===== src/rtl/mux_pkg.sv =====
// Shared definitions for the dual-lane order-restoring merge.
//   WIDTH_DEF / DEPTH_DEF : default lane width and per-lane FIFO depth
//   lane_t                : lane index (1 bit), LANE0 / LANE1 values
package mux_pkg;

  localparam int unsigned WIDTH_DEF = 8;
  localparam int unsigned DEPTH_DEF = 4;

  typedef logic lane_t;

  localparam lane_t LANE0 = 1'b0;
  localparam lane_t LANE1 = 1'b1;

endpackage : mux_pkg


===== src/rtl/sync_fifo.sv =====
// Single-clock FIFO with combinational head read (no write-through).
//   clk, reset_L : clock, synchronous active-low reset (empties the FIFO)
//   push, din    : write request and data; accepted when not full or when
//                  a pop happens in the same cycle
//   pop          : read request; ignored when empty
//   dout         : current head word
//   full, empty  : status derived from the pointers
module sync_fifo #(
  parameter int unsigned WIDTH = 8,
  parameter int unsigned DEPTH = 4
) (
  input  logic             clk,
  input  logic             reset_L,
  input  logic             push,
  input  logic [WIDTH-1:0] din,
  input  logic             pop,
  output logic [WIDTH-1:0] dout,
  output logic             full,
  output logic             empty
);

  localparam int unsigned AW = $clog2(DEPTH);
  localparam int unsigned PW = AW + 1;

  logic [WIDTH-1:0] mem_q [DEPTH];
  logic [PW-1:0]    wr_ptr_q, wr_ptr_d;
  logic [PW-1:0]    rd_ptr_q, rd_ptr_d;
  logic             do_push, do_pop;

  // Extra pointer MSB distinguishes full from empty when the index bits match.
  assign empty = (wr_ptr_q == rd_ptr_q);
  assign full  = (wr_ptr_q[PW-1] != rd_ptr_q[PW-1]) &&
                 (wr_ptr_q[AW-1:0] == rd_ptr_q[AW-1:0]);

  // A pop frees the slot in the same cycle, so a push into a full FIFO survives it.
  assign do_pop  = pop && !empty;
  assign do_push = push && (!full || do_pop);

  assign dout = mem_q[rd_ptr_q[AW-1:0]];

  // Pointer next-state
  always_comb begin
    wr_ptr_d = wr_ptr_q;
    rd_ptr_d = rd_ptr_q;
    if (do_push) wr_ptr_d = wr_ptr_q + PW'(1);
    if (do_pop)  rd_ptr_d = rd_ptr_q + PW'(1);
  end

  // Pointer registers
  always_ff @(posedge clk) begin
    if (!reset_L) begin
      wr_ptr_q <= '0;
      rd_ptr_q <= '0;
    end else begin
      wr_ptr_q <= wr_ptr_d;
      rd_ptr_q <= rd_ptr_d;
    end
  end

  // Storage; contents are don't-care until written, so no reset
  always_ff @(posedge clk) begin
    if (do_push && reset_L) mem_q[wr_ptr_q[AW-1:0]] <= din;
  end

endmodule : sync_fifo


===== src/rtl/mux_interleave_2to1.sv =====
// Order-restoring 2:1 merge of two valid-qualified lanes. Words leave
// strictly alternating lane 0, lane 1, ... starting at lane 0; a per-lane
// FIFO absorbs skew between lanes.
//   clk, reset_L           : clock, synchronous active-low reset
//   data_in0, valid_in0    : lane 0 word and qualifier
//   data_in1, valid_in1    : lane 1 word and qualifier
//   data_out, valid_out    : merged word (registered), holds when idle
//   overflow               : sticky, a word was dropped on a full lane
module mux_interleave_2to1
  import mux_pkg::*;
#(
  parameter int unsigned WIDTH = WIDTH_DEF,
  parameter int unsigned DEPTH = DEPTH_DEF
) (
  input  logic             clk,
  input  logic             reset_L,
  input  logic [WIDTH-1:0] data_in0,
  input  logic             valid_in0,
  input  logic [WIDTH-1:0] data_in1,
  input  logic             valid_in1,
  output logic [WIDTH-1:0] data_out,
  output logic             valid_out,
  output logic             overflow
);

  logic [WIDTH-1:0] dout0, dout1;
  logic             full0, full1, empty0, empty1;
  logic             pop0, pop1, drop0, drop1;

  lane_t            sel_q, sel_d;
  logic [WIDTH-1:0] data_q, data_d;
  logic             valid_q, valid_d;
  logic             ovf_q, ovf_d;

  sync_fifo #(.WIDTH(WIDTH), .DEPTH(DEPTH)) u_fifo0 (
    .clk     (clk),
    .reset_L (reset_L),
    .push    (valid_in0),
    .din     (data_in0),
    .pop     (pop0),
    .dout    (dout0),
    .full    (full0),
    .empty   (empty0)
  );

  sync_fifo #(.WIDTH(WIDTH), .DEPTH(DEPTH)) u_fifo1 (
    .clk     (clk),
    .reset_L (reset_L),
    .push    (valid_in1),
    .din     (data_in1),
    .pop     (pop1),
    .dout    (dout1),
    .full    (full1),
    .empty   (empty1)
  );

  // Only the expected lane may pop; the other lane waits even if it holds data.
  assign pop0 = (sel_q == LANE0) && !empty0;
  assign pop1 = (sel_q == LANE1) && !empty1;

  // A push is lost only when the lane is full and not draining this cycle.
  assign drop0 = valid_in0 && full0 && !pop0;
  assign drop1 = valid_in1 && full1 && !pop1;

  // Output steering and expected-lane advance
  always_comb begin
    sel_d   = sel_q;
    data_d  = data_q;
    valid_d = 1'b0;
    ovf_d   = ovf_q || drop0 || drop1;
    if (pop0) begin
      data_d  = dout0;
      valid_d = 1'b1;
      sel_d   = LANE1;
    end else if (pop1) begin
      data_d  = dout1;
      valid_d = 1'b1;
      sel_d   = LANE0;
    end
  end

  // State and output registers
  always_ff @(posedge clk) begin
    if (!reset_L) begin
      sel_q   <= LANE0;
      data_q  <= '0;
      valid_q <= 1'b0;
      ovf_q   <= 1'b0;
    end else begin
      sel_q   <= sel_d;
      data_q  <= data_d;
      valid_q <= valid_d;
      ovf_q   <= ovf_d;
    end
  end

  assign data_out  = data_q;
  assign valid_out = valid_q;
  assign overflow  = ovf_q;

endmodule : mux_interleave_2to1


===== config.mk =====
export PLATFORM = sky130hd
export DESIGN_NAME = mux_interleave_2to1
export DESIGN_NICKNAME = d
export VERILOG_FILES = /design/src/rtl/mux_pkg.sv /design/src/rtl/sync_fifo.sv /design/src/rtl/mux_interleave_2to1.sv
export SDC_FILE = /design/constraint.sdc
export NUM_CORES = 1
export LEC_CHECK = 0
export ABC_CLOCK_PERIOD_IN_PS = 2340
export CORE_MARGIN = 4
export CORE_UTILIZATION = 49
export CTS_CLUSTER_SIZE = 12
export DETAILED_ROUTE_END_ITERATION = 10
export HOLD_SLACK_MARGIN = 0.06
export PLACE_DENSITY = 0.69
export RECOVER_POWER = 50
export SETUP_SLACK_MARGIN = 0.3
export SLEW_MARGIN = 20
export SYNTH_ARGS = -nofsm -noshare
export SYNTH_HDL_FRONTEND = slang
export SYNTH_SLANG_ARGS = --single-unit

===== constraint.sdc =====
create_clock -name clk -period 2.34 [get_ports clk]
set_input_delay 0.468 -clock clk [delete_from_list [all_inputs] [get_ports clk]]
set_output_delay 0.468 -clock clk [all_outputs]
set_load 0.02 [all_outputs]

# ---- After elaboration in Yosys (flattened, before gate mapping)
# Memory sizes are Yosys's and may differ from the RTL's. A register that Yosys moved wholly into a read port is not among the register bits.
# Index checks and enable logic that the tools add are counted.
dict set report op_classes {
  n_addsub 4
  mul 0
  div 0
  magnitude_cmp 0
  n_eq_ne 6
  shift 0
  muxes 14
  bitwise_logic 1
  reduce_logical 25
}
# cell count
set op_table {}
lappend op_table {{two-way mux 8 bit} 2}
lappend op_table {{logical AND 1 bit} 14}
lappend op_table {{adder 3 x 1 -> 3 bit (second input constant)} 4}
lappend op_table {{two-way mux 1 bit} 8}
lappend op_table {{two-way mux 2 bit} 4}
lappend op_table {{equality test 3 bit} 2}
lappend op_table {{logical NOT 1 bit} 6}
lappend op_table {{equality test 2 bit} 2}
lappend op_table {{logical OR 1 bit} 4}
lappend op_table {{!= test 1 bit} 2}
lappend op_table {{nonzero test 2 bit} 1}
lappend op_table {{NOT 1 bit} 1}
dict set report totals {
  ff_bits 23
  latchBits 0
  ram_bits 64
  mem_bits_ro 0
  input_bits 20
  out_inout_bits 10
  wordCells 60
  mem_count 2
}
# memory words width read_ports rd_clocked_by_memory_dff write_ports line
set mem_list {}
lappend mem_list {u_fifo0.mem_q 4 8 1 1 1 sync_fifo.sv:25} ;# logic [WIDTH-1:0] mem_q [DEPTH];
lappend mem_list {u_fifo1.mem_q 4 8 1 1 1 sync_fifo.sv:25}

# ---- Longest topological paths before layout
# Gate-level depths: netlist (run 1).
dict set report logic_depth {
  depth_word 9
  depth_mapped 5
  mapped_depth_nobuf 4
}

# ---- Hierarchy
# Synthesis (run 1) repeated with hierarchy kept, for this count alone.
dict set report unflattened {
  hier_cells 255
  hier_area_um2 3802.4
}
# mod instances cells_per_inst area_each_um2 seq_area_each_um2
set by_module_without_submodules {}
lappend by_module_without_submodules {sync_fifo 2 99 1666.6 1121.1}
lappend by_module_without_submodules {mux_interleave_2to1 1 57 469.2 220.2}

# ---- Worst setup path before layout (run 1)
# Ideal clock, no wire load.
dict set report synth_path {
  path_type {flip-flop to flip-flop}
  start {reg u_fifo1.wr_ptr_q[1]}
  end {mem u_fifo1.mem_q[3][0] (enable)}
  setup_time_ps 383
  t_arrival_ps 1451
  required_time_ps 1957
  slack_ps 506
  path_stages_with_launch 4
  n_path_buf 0
  period_less_slack_ps 1834
  cell_sequence {dfxtp_1 -> xor2_1 -> o41ai_4 -> nor3_1}
}
dict set report synth_via {
  elab_chain_cells 9
  elab_cells_between_ends 12
  cone_classes {eq/ne: 2; mux: 2; reduce/logical: 8}
}
# element line
set synth_rtl {}
lappend synth_rtl {{from (decl)} sync_fifo.sv:26} ;# logic [PW-1:0] wr_ptr_q, wr_ptr_d;
lappend synth_rtl {{from (signal assigned)} sync_fifo.sv:55} ;# wr_ptr_q <= wr_ptr_d;
lappend synth_rtl {{equality test 3 bit} sync_fifo.sv:31} ;# assign empty = (wr_ptr_q == rd_ptr_q);
lappend synth_rtl {{logical NOT 1 bit} {sync_fifo.sv:36, mux_interleave_2to1.sv:59}}
lappend synth_rtl {{logical AND 1 bit} mux_interleave_2to1.sv:59} ;# assign pop1 = (sel_q == LANE1) && !empty1;
lappend synth_rtl {{logical AND 1 bit} sync_fifo.sv:36} ;# assign do_pop = pop && !empty;
lappend synth_rtl {{logical OR 1 bit} sync_fifo.sv:37} ;# assign do_push = push && (!full || do_pop);
lappend synth_rtl {{logical AND 1 bit} sync_fifo.sv:37}
lappend synth_rtl {{logical AND 1 bit} sync_fifo.sv:62} ;# if (do_push && reset_L) mem_q[wr_ptr_q[AW-1:0]] <= din;
lappend synth_rtl {{two-way mux 1 bit} sync_fifo.sv:62}
lappend synth_rtl {{two-way mux 1 bit (implied by the code)} sync_fifo.sv:62}
lappend synth_rtl {{to (decl)} sync_fifo.sv:25}
# Parallel ways exist; a longest one is shown, timed or not.

# ---- Final worst setup path (run 1)
dict set report layout_path {
  start {reg data_q[0], in the netlist data_out[0]}
  end {out data_out[0]}
}
# element line
set layout_lines {}
lappend layout_lines {{from (decl)} mux_interleave_2to1.sv:31} ;# logic [WIDTH-1:0] data_q, data_d;
lappend layout_lines {{from (signal assigned)} mux_interleave_2to1.sv:91} ;# data_q <= data_d;
lappend layout_lines {{to (decl)} mux_interleave_2to1.sv:21} ;# output logic [WIDTH-1:0] data_out,
# No word-level cell between the ends.

==> results of run 1 <==
placed cells by master, fill, tap and decap left out, types with 7 or more instances in the layout:
cell type	n
mux4_2	16
dlygate4sd3_1	16
ha_1	10
edfxtp_1	64
nor2_1	11
a31oi_1	8
clkbuf_8	9
mux2i_1	7
dfxtp_1	27
clkdlybuf4s50_1	13
xnor2_1	7
o211a_1	7
buf_4	7
a311oi_1	7
inv_1	15
through the flow:
step	hold slack, ns	std cells
4_1_cts	0.517	380
6_report	0.517	380
3_5_place_dp	0.493	364
5_1_grt	0.543	380
3_3_place_gp	0.496	364
2_1_floorplan	0.479	238
flip-flops by register name, summed over array words and instances (netlist names), named ones only:
| name | cells |
|---|---|
| u_fifo1.wr_ptr_q | 3 |
| sel_q | 1 |
| u_fifo0.rd_ptr_q | 3 |
| u_fifo1.rd_ptr_q | 3 |
| u_fifo0.mem_q | 32 |
| u_fifo0.wr_ptr_q | 3 |
| overflow | 1 |
| u_fifo1.mem_q | 32 |
| data_out | 8 |
| valid_out | 1 |
how the worst max path moves through the flow:
| stage | endpoint | start | slack [ns] | cells past startpoint |
|---|---|---|---|---|
| floorplan | u_fifo1.mem_q[3][0] | u_fifo1.wr_ptr_q[1] | 0.51 | 3 |
| global placement | u_fifo1.mem_q[3][5] | valid_in1 | 0.21 | 5 |
| detailed placement | u_fifo0.mem_q[2][4] | valid_in0 | 0.25 | 4 |
| CTS | u_fifo1.mem_q[1][3] | u_fifo1.wr_ptr_q[1] | 0.45 | 4 |
| global route | data_out[5] | u_fifo0.wr_ptr_q[0] | 0.31 | 5 |
| finish | data_out[0] | data_out[0] | 0.51 | 1 |
where the power goes:
group          switching (W)  total [W]  leakage [nW]  internal [W]
Combinational       0.000560    0.00110         0.671      0.000536
Sequential          0.000152    0.00203         0.803       0.00188
Clock               0.000549    0.00105         0.101      0.000506
cell type report:
type | count | area (sq um) | share of cell area [%]
flip-flops and latches | 91 | 2460 | 56.7
multi-input cells | 119 | 1140 | 26.3
repair buffers | 40 | 358 | 8.24
clock buffers | 10 | 128 | 2.94
well taps | 99 | 124 | 2.85
clock inverters | 6 | 73.8 | 1.70
inverters | 15 | 56.3 | 1.30
repair_timing:
action,CTS,global route
resized for setup,1,0
setup endpoints to repair,1,0
endpoints found under the hold margin,0,0
kinds of logic (layout without fill, tap and decap cells):
group	after synthesis	after routing	synth area share, %
AOI/OAI and AO/OA	33	33	7.85
xor gates and xnor gates	13	13	3.23
buffers and inverters	28	71	3.19
and+or+nand+nor	40	40	5.52
muxes	23	23	11.4
adders and majority gates	10	10	3.33
DFF	91	91	65.4
per-layer routing:
metal / track usage (%) / vias up
met4: 7.46 / 0
met3: 2.68 / 9
li1: - / 981
met1: 23.2 / 1015
met2: 23.4 / 33
met5: 0 / -
==> results by group, run 1 <==
Yosys
  • Share of the synthesized area in the top cell type: 51.1%
  • Top post-synthesis cells by count: edfxtp_1, dfxtp_1, mux4_2, inv_1, nor2_1
  • Number of distinct library cells after synthesis: 36
  • Count leader, synth: edfxtp_1
  • Top FF cell, synth: edfxtp_1
  • Mapped Area: 3760 sq um
  • Synthesis Warnings: 0
  • Async SR Flop Fraction: 0%
  • Yosys reg bits: 91
  • Yosys top cell by area: edfxtp_1
  • Syn Area/Cell: 15.8 sq um
  • Mapped Cells: 238
  • Sequential share of the synthesized area: 65.4%
  • Post-synth EDFFs: 64
  • Synthesized Nets: 268
  • Ranking of synthesized cells by area: edfxtp_1, dfxtp_1, mux4_2

Route
  • Antenna Nets Post-Route: 0
  • Wire length per cell: 17.0 microns
  • Final routed DRC violation total: 0
  • Via count of the routed design: 2038
  • Met1 wire length: 3120 microns
  • Post-DR vias/cell: 5.36
  • Routed wl met3: 184 microns
  • Top layer used by detailed routing: met4
  • Met2 routed WL: 3050 microns
  • Initial DRC count: 155
  • DR pass1 iterations: 4
  • Final wirelength: 6470 microns

STA
  • Min Clock Period, post-route: 1.83 ns
  • Final Skew: 0.00845 ns
  • Worst-margin pin slew: 0.553 ns
  • Setup violators final: 0
  • RSZ-0062 raised after global routing: false
  • Fmax: 545 MHz
  • Max-Slew Margin vs Limit: 63.1%
  • Final period util: 78.4%
  • Final hold violation count: 0
  • Slew Viols, Final: 0
  • Setup TNS: 0 ns
  • Final WS setup: 0.505 ns

Floorplan
  • FP Rows: 31
  • Initial Util: 51.1%
  • Die height: 95.6 microns
  • Die width: 95.6 microns
  • Core area: 7370 sq um
  • Area of the die: 9140 sq um
  • I/O pins: 30

Critical path
  • WP data arrival: 1.37 ns
  • R2R Path Start: u_fifo0.wr_ptr_q[0]
  • Startpoint Class: register
  • Critical R2R Capture: data_out[7]
  • Worst-path fanout max: 3
  • Worst Path Buf+Inv: 1
  • Reg2Reg Depth: 5
  • Crit. End Element: primary output
  • Crit-path cells: clkdlybuf4s50_1
  • Crit-path leading delay family: buffers and inverters
  • CP required: 1.87 ns
  • R2R Setup Slk: 0.51 ns
  • Critical-path top delay cell: clkdlybuf4s50_1
  • Type of the worst setup path: reg2out
  • Crit-path max cell delay: 0.63 ns

Min path
  • Hold Crit Class: reg2reg
  • Hold Path End: data_out[6]
  • Worst hold start: data_out[6]
  • Hold Path Cell Cnt: 1

Clock tree
  • CTS Buf Count: 9
  • CTS Root Cell: clkbuf_8
  • Setup bufs post-CTS: 0
  • H-tree depth: 3
  • Clk sink count: 91
  • Clock tree from TritonCTS: yes
  • Max clock buf depth: 2
  • Worst-path clk slew: 0.09 ns
  • CTS Hold Buffers Added: 0
  • Worst-skew pair later-pin latency: 0.35 ns

Finish
  • Area grow syn2layout: 15.4%
  • Share of layout cells above drive strength 1: 14.6%
  • Fillers: 603
  • Final nets: 306
  • Final cell area excluding filler cells: 4340 sq um
  • Final core occ: 58.9%
  • # diodes: 0

GRT
  • Initial antenna violation count: 0
  • Vias in the first global route: 2110
  • GRT Util Overall: 15.9%
  • First-pass GRT wire length: 10800 microns
  • Largest net degree at the start of global routing: 20
  • Overflow after GRT: 0

Placed design
  • GPL Wtd Cong: 0.775
  • DP Worst Slack: 0.254 ns
  • I/O Buffers: 29
  • Final HPWL DP: 4570 microns
  • DP Area: 4200 sq um

Power and ir drop
  • P_leak: 1.57 nW
  • Peak VDD IR: 0.699 mV
  • Power Dens Cells: 963 nW/um^2
  • Total power: 0.00418 W

Outcome
  • Outcome: finished clean

Run
  • Max-Cap Viols: 0
Note: power is estimated with default switching activity, not from simulation.
==> run 2, diff against run 1 <==
--- a/config.mk
+++ b/config.mk
@@ -5,7 +5,7 @@
 export SDC_FILE = /design/constraint.sdc
 export NUM_CORES = 1
 export LEC_CHECK = 0
-export ABC_CLOCK_PERIOD_IN_PS = 2340
+export ABC_CLOCK_PERIOD_IN_PS = 1700
 export CORE_MARGIN = 4
 export CORE_UTILIZATION = 49
 export CTS_CLUSTER_SIZE = 12
==> constraint.sdc (replaced) <==
create_clock -name clk -period 1.7 [get_ports clk]
set_input_delay 0.34 -clock clk [delete_from_list [all_inputs] [get_ports clk]]
set_output_delay 0.34 -clock clk [all_outputs]
set_load 0.02 [all_outputs]
==> run 2 against run 1 <==
  * Die area unchanged
  * Combinational power up 65%
  * Sequential share of layout area down 3.7 points
  * Largest power group unchanged
==> results by group, run 2 (synthesis gave the netlist of run 1 again) <==
Run
  • Max-Cap Viols: 0

Route
  • Post-DR vias/cell: 5.29
  • Antenna Nets Post-Route: 0
  • Wire length per cell: 16.6 microns
  • Final routed DRC violation total: 0
  • Final wirelength: 6520 microns
  • Initial DRC count: 93
  • Via count of the routed design: 2072
  • DR pass1 iterations: 4

STA
  • Slew Viols, Final: 0
  • Max-Slew Margin vs Limit: 73.6%
  • Final WS setup: 0.170 ns
  • Min Clock Period, post-route: 1.53 ns
  • Final hold violation count: 0
  • Final Skew: 0.0120 ns
  • Setup violators final: 0
  • RSZ-0062 raised after global routing: true
  • Fmax: 654 MHz
  • Worst-margin pin slew: 0.395 ns
  • Hold_ws: 0.503 ns
  • Final period util: 90.0%

Placed design
  • GPL Wtd Cong: 0.766
  • I/O Buffers: 29
  • DP Worst Slack: -0.0774 ns
  • DP Area: 4270 sq um
  • Final HPWL DP: 4800 microns

GRT
  • First-pass GRT wire length: 10500 microns
  • GRT busiest layer: met2
  • Initial antenna violation count: 0
  • Largest net degree at the start of global routing: 17
  • GRT Util Overall: 15.8%
  • Grt met2 use: 25.1%
  • Vias in the first global route: 2122
  • Overflow after GRT: 0
  • GR Util met1: 20.7%
  • Met3 Track Usage GR: 4.74%

Outcome
  • Outcome: finished clean

Clock tree
  • Clk sink count: 91
  • H-tree depth: 3
  • Worst-path clk slew: 0.09 ns
  • Worst-skew pair later-pin latency: 0.35 ns
  • Clock tree from TritonCTS: yes
  • CTS Buf Count: 9
  • Max clock buf depth: 2
  • CTS Root Cell: clkbuf_8

Floorplan
  • Core area: 7370 sq um
  • Area of the die: 9140 sq um
  • I/O pins: 30
  • Die width: 95.6 microns
  • FP Rows: 31
  • Die height: 95.6 microns
  • Initial Util: 51.1%

Finish
  • Most common cell after layout, fill and taps aside: edfxtp_1
  • Final cell area excluding filler cells: 4700 sq um
  • Final nets: 318
  • Share of layout cells above drive strength 1: 32.4%
  • # diodes: 0
  • Most frequent cells in the layout: edfxtp_1, mux4_2, dfxtp_1, dlygate4sd3_1
  • Area grow syn2layout: 24.9%
  • Final core occ: 63.8%

Min path
  • Worst hold start: u_fifo0.wr_ptr_q[2]
  • Hold Crit Class: reg2reg

Power and ir drop
  • P_leak: 1.69 nW
  • Power Dens Cells: 1300 nW/um^2
  • Peak VDD IR: 1.01 mV
  • Total power: 0.00610 W

Critical path
  • Type of the worst setup path: reg2reg
  • WP data arrival: 1.78 ns
  • Crit path launch: u_fifo1.wr_ptr_q[2]
  • CP required: 1.95 ns
  • Crit. End Element: register
  • Startpoint Class: register
  • R2R Path Start: u_fifo1.wr_ptr_q[2]
  • Worst-path fanout max: 3
-- run 2: cell count changes in the layout (fill, tap and decap cells not counted), moves of 6 or more --
cell	before	now
buf_6	0	6
clkdlybuf4s50_1	13	3
a311oi_2	0	6
dfxtp_4	0	6
buf_4	7	15
dfxtp_1	27	16
a311oi_1	7	1
-- run 2: per-layer routing --
layer	share of wire, %	vias up
li1	-	1013
met1	46	1020
met2	50	33
met3	3.6	6
met4	1.0	0
met5	0	-
-- run 2: final timing paths --
kind                                       endpoint  slack, ns  cells past startpoint
worst min register to register  u_fifo0.wr_ptr_q[2]       0.50                      2
worst max register to register  u_fifo1.wr_ptr_q[1]       0.17                      6
worst min-delay path            u_fifo0.wr_ptr_q[2]       0.50                      2
worst max-delay path            u_fifo1.wr_ptr_q[1]       0.17                      6
-- run 2: repair_timing --
| item | CTS | global route |
|---|---|---|
| endpoints found under the setup margin | 94 | 94 |
| hold buffers | 0 | 0 |
| resized for setup | 48 | 19 |
| pin swaps | 5 | 9 |
| gates cloned | 0 | 0 |
| setup buffers | 7 | 3 |
-- run 2: where the power goes --
part / switching, W / internal (W)
Combinational: 0.000894 / 0.000919
Clock: 0.000729 / 0.000725
Sequential: 0.000230 / 0.00261
-- run 2: final cells by class --
| type | count | area, sq um |
|---|---|---|
| clock buffers | 11 | 141 |
| multi-input cells | 119 | 1340 |
| well taps | 99 | 124 |
| clock inverters | 5 | 62.6 |
| inverters | 15 | 56.3 |
| repair buffers | 52 | 485 |
| fillers | 558 | 2670 |
| flip-flops and latches | 91 | 2490 |
-- run 2: metrics by stage --
step	std cells	TNS [ns]
final	392	0
after global routing	392	0
after CTS	389	0
after detailed placement	366	-3.12
after global placement	366	-3.19
after floorplan	238	0
-- run 2: critical path, stage by stage (launching register included) --
cell     delay, ns
dfxtp_1       0.43
xnor2_4       0.11
o41ai_4       0.36
buf_4         0.19
buf_6         0.11
mux2i_1       0.18
nor2_1        0.05
==> run 3, diff against run 2 <==
--- a/config.mk
+++ b/config.mk
@@ -6,7 +6,7 @@
 export NUM_CORES = 1
 export LEC_CHECK = 0
 export ABC_CLOCK_PERIOD_IN_PS = 1700
-export CORE_MARGIN = 4
+export CORE_MARGIN = 1.5
 export CORE_UTILIZATION = 49
 export CTS_CLUSTER_SIZE = 12
 export DETAILED_ROUTE_END_ITERATION = 10
@@ -14,7 +14,6 @@
 export PLACE_DENSITY = 0.69
 export RECOVER_POWER = 50
 export SETUP_SLACK_MARGIN = 0.3
-export SLEW_MARGIN = 20
 export SYNTH_ARGS = -nofsm -noshare
 export SYNTH_HDL_FRONTEND = slang
 export SYNTH_SLANG_ARGS = --single-unit
==> constraint.sdc (replaced) <==
create_clock -name clk -period 1.7 [get_ports clk]
set_input_delay 0.17 -clock clk [delete_from_list [all_inputs] [get_ports clk]]
set_output_delay 0.17 -clock clk [all_outputs]
set_load 0.02 [all_outputs]
==> run 3 against run 2 <==
  * Hold slack worse by 0.075 ns
  * Non-clock buffer count down 6
  * Critical path type unchanged
  * Critical path depth down 2
  * Sequential power about the same
  * Die area down 10%
  * Combinational power down 5%
  * Clock skew down 0.00074 ns
  * Power up 3.3%
  * First-iteration DRC count up 14%
  * Via count up 1.9%
  * Cell area down 0.32%
  * Sequential share of layout area up 0.28 points
==> results by group, run 3 (synthesis gave the netlist of run 1 again) <==
Outcome
  • Outcome: finished clean

Floorplan
  • Area of the die: 8210 sq um
  • I/O pins: 30
  • Core area: 7330 sq um
  • Die height: 90.6 microns
  • FP Rows: 31
  • Initial Util: 51.3%
  • Die width: 90.6 microns

Power and ir drop
  • Switching Share: 29.8%
  • Seq pwr share: 45.0%
  • Clk network pwr share: 27.7%
  • Total power: 0.00631 W
  • Combinational share of power: 27.3%
  • Power Internal: 0.00442 W
  • Peak VDD IR: 0.757 mV
  • P_sw: 0.00188 W
  • P_leak: 1.72 nW
  • Power Dens Cells: 1350 nW/um^2

Route
  • Initial DRC count: 106
  • DR pass1 iterations: 4
  • Antenna Nets Post-Route: 0
  • Final wirelength: 7100 microns
  • Via count of the routed design: 2111
  • Final routed DRC violation total: 0
  • Post-DR vias/cell: 5.47
  • Wire length per cell: 18.4 microns

Clock tree
  • Clock tree from TritonCTS: yes
  • Worst-path clk slew: 0.09 ns
  • Max clock buf depth: 2
  • H-tree depth: 3
  • Worst-skew pair later-pin latency: 0.36 ns
  • Clk sink count: 91
  • CTS Buf Count: 9
  • CTS Root Cell: clkbuf_8

GRT
  • Vias in the first global route: 2068
  • First-pass GRT wire length: 10700 microns
  • Largest net degree at the start of global routing: 20
  • Initial antenna violation count: 0
  • Overflow after GRT: 0
  • GRT Util Overall: 17.4%

Finish
  • Final cell area excluding filler cells: 4690 sq um
  • Fillers: 519
  • Share of layout cells above drive strength 1: 30.7%
  • Final nets: 312
  • Most frequent cells in the layout: edfxtp_1, mux4_2, dlygate4sd3_1, inv_1, dfxtp_1
  • Most common cell after layout, fill and taps aside: edfxtp_1
  • # diodes: 0
  • Final Non-Filler Cells: 386
  • Area grow syn2layout: 24.5%

STA
  • Setup violators final: 0
  • Worst-margin pin slew: 0.396 ns
  • Final hold violation count: 0
  • Final period util: 89.3%
  • Setup TNS: 0 ns
  • Fmax: 659 MHz
  • Final Skew: 0.0113 ns
  • Slew Viols, Final: 0
  • Min Clock Period, post-route: 1.52 ns
  • RSZ-0062 raised after global routing: true
  • Final WS setup: 0.182 ns
  • Max-Slew Margin vs Limit: 73.4%

Placed design
  • DP Worst Slack: 0.0672 ns
  • I/O Buffers: 29
  • GPL Wtd Cong: 0.742
  • DP Area: 4250 sq um
  • Placed Instances: 364
  • Final HPWL DP: 4620 microns

Critical path
  • WP data arrival: 1.77 ns
  • CP required: 1.96 ns
  • Worst-path fanout max: 8
  • Startpoint Class: register
  • Crit. End Element: register
  • Reg2Reg Depth: 4
  • Type of the worst setup path: reg2reg

Min path
  • Worst hold start: valid_in0
  • Hold Crit Class: in2reg
  • Hold Path Cell Cnt: 3

Run
  • Max-Cap Viols: 0
[run 3: changes by cell type in the layout (fill, tap and decap cells not counted), sizes merged, moves of 2 or more]
cell,previous run,this run
bufinv,1,3
clkbuf,14,10
dlygate4sd2,2,10
clkinvlp,2,0
buf,23,17
clkdlybuf4s25,4,0
[run 3: worst paths after layout]
| check | to | slack, ns |
|---|---|---|
| worst min-delay path | overflow | 0.43 |
| worst max register to register | data_out[4] | 0.18 |
| worst min register to register | data_out[4] | 0.52 |
| worst max-delay path | data_out[4] | 0.18 |
[run 3: layout make-up]
cell class                 count  area, sq um  area share [%]
inverter                      15         56.3            1.20
sequential                    91         2500            53.3
multi-input combinational    119         1340            28.7
clock inverter                 6          113            2.40
tap                           99          124            2.64
timing repair buffer          46          425            9.08
clock buffer                  10          128            2.72
[run 3: power groups by stage]
stage | logic [W] | clock network [W] | registers, W
CTS | 0.00160 | 0.00175 | 0.00283
global route | 0.00186 | 0.00185 | 0.00288
finish | 0.00172 | 0.00174 | 0.00284
detailed placement | 0.00159 | 0 | 0.00287
floorplan | 0.00108 | 0 | 0.00287
global placement | 0.00157 | 0 | 0.00287
[run 3: what timing repair did]
item	in CTS	in global routing
gates cloned	0	1
buffers inserted	3	2
endpoints found under the hold margin	0	0
resized for setup	27	25
hold buffers	0	0
pin swaps	9	7
endpoints found under the setup margin	90	86
[run 3: metrics by stage]
| step | utilization [%] | hold WS [ns] |
|---|---|---|
| after floorplan | - | 0.269 |
| after global placement | 58.0 | 0.471 |
| after detailed placement | 58.0 | 0.483 |
| after CTS | 62.2 | 0.428 |
| after global routing | 63.9 | 0.449 |
| final | 63.9 | 0.427 |
[run 3: routing by layer]
layer  share of wire, %  GRT usage (%)  wire length [microns]
met1                 44           22.2                   3120
met2                 52           29.2                   3690
met3                2.7           3.87                    193
met4                1.4           6.35                     99
met5                  0              0                      0
[run 3: worst max-delay path, cell delays in order, from the launching register on]
cell and delay [ns]:
dfxtp_4 0.44, mux4_2 0.56, a311oi_2 0.22, a31oi_1 0.07, o211a_1 0.13
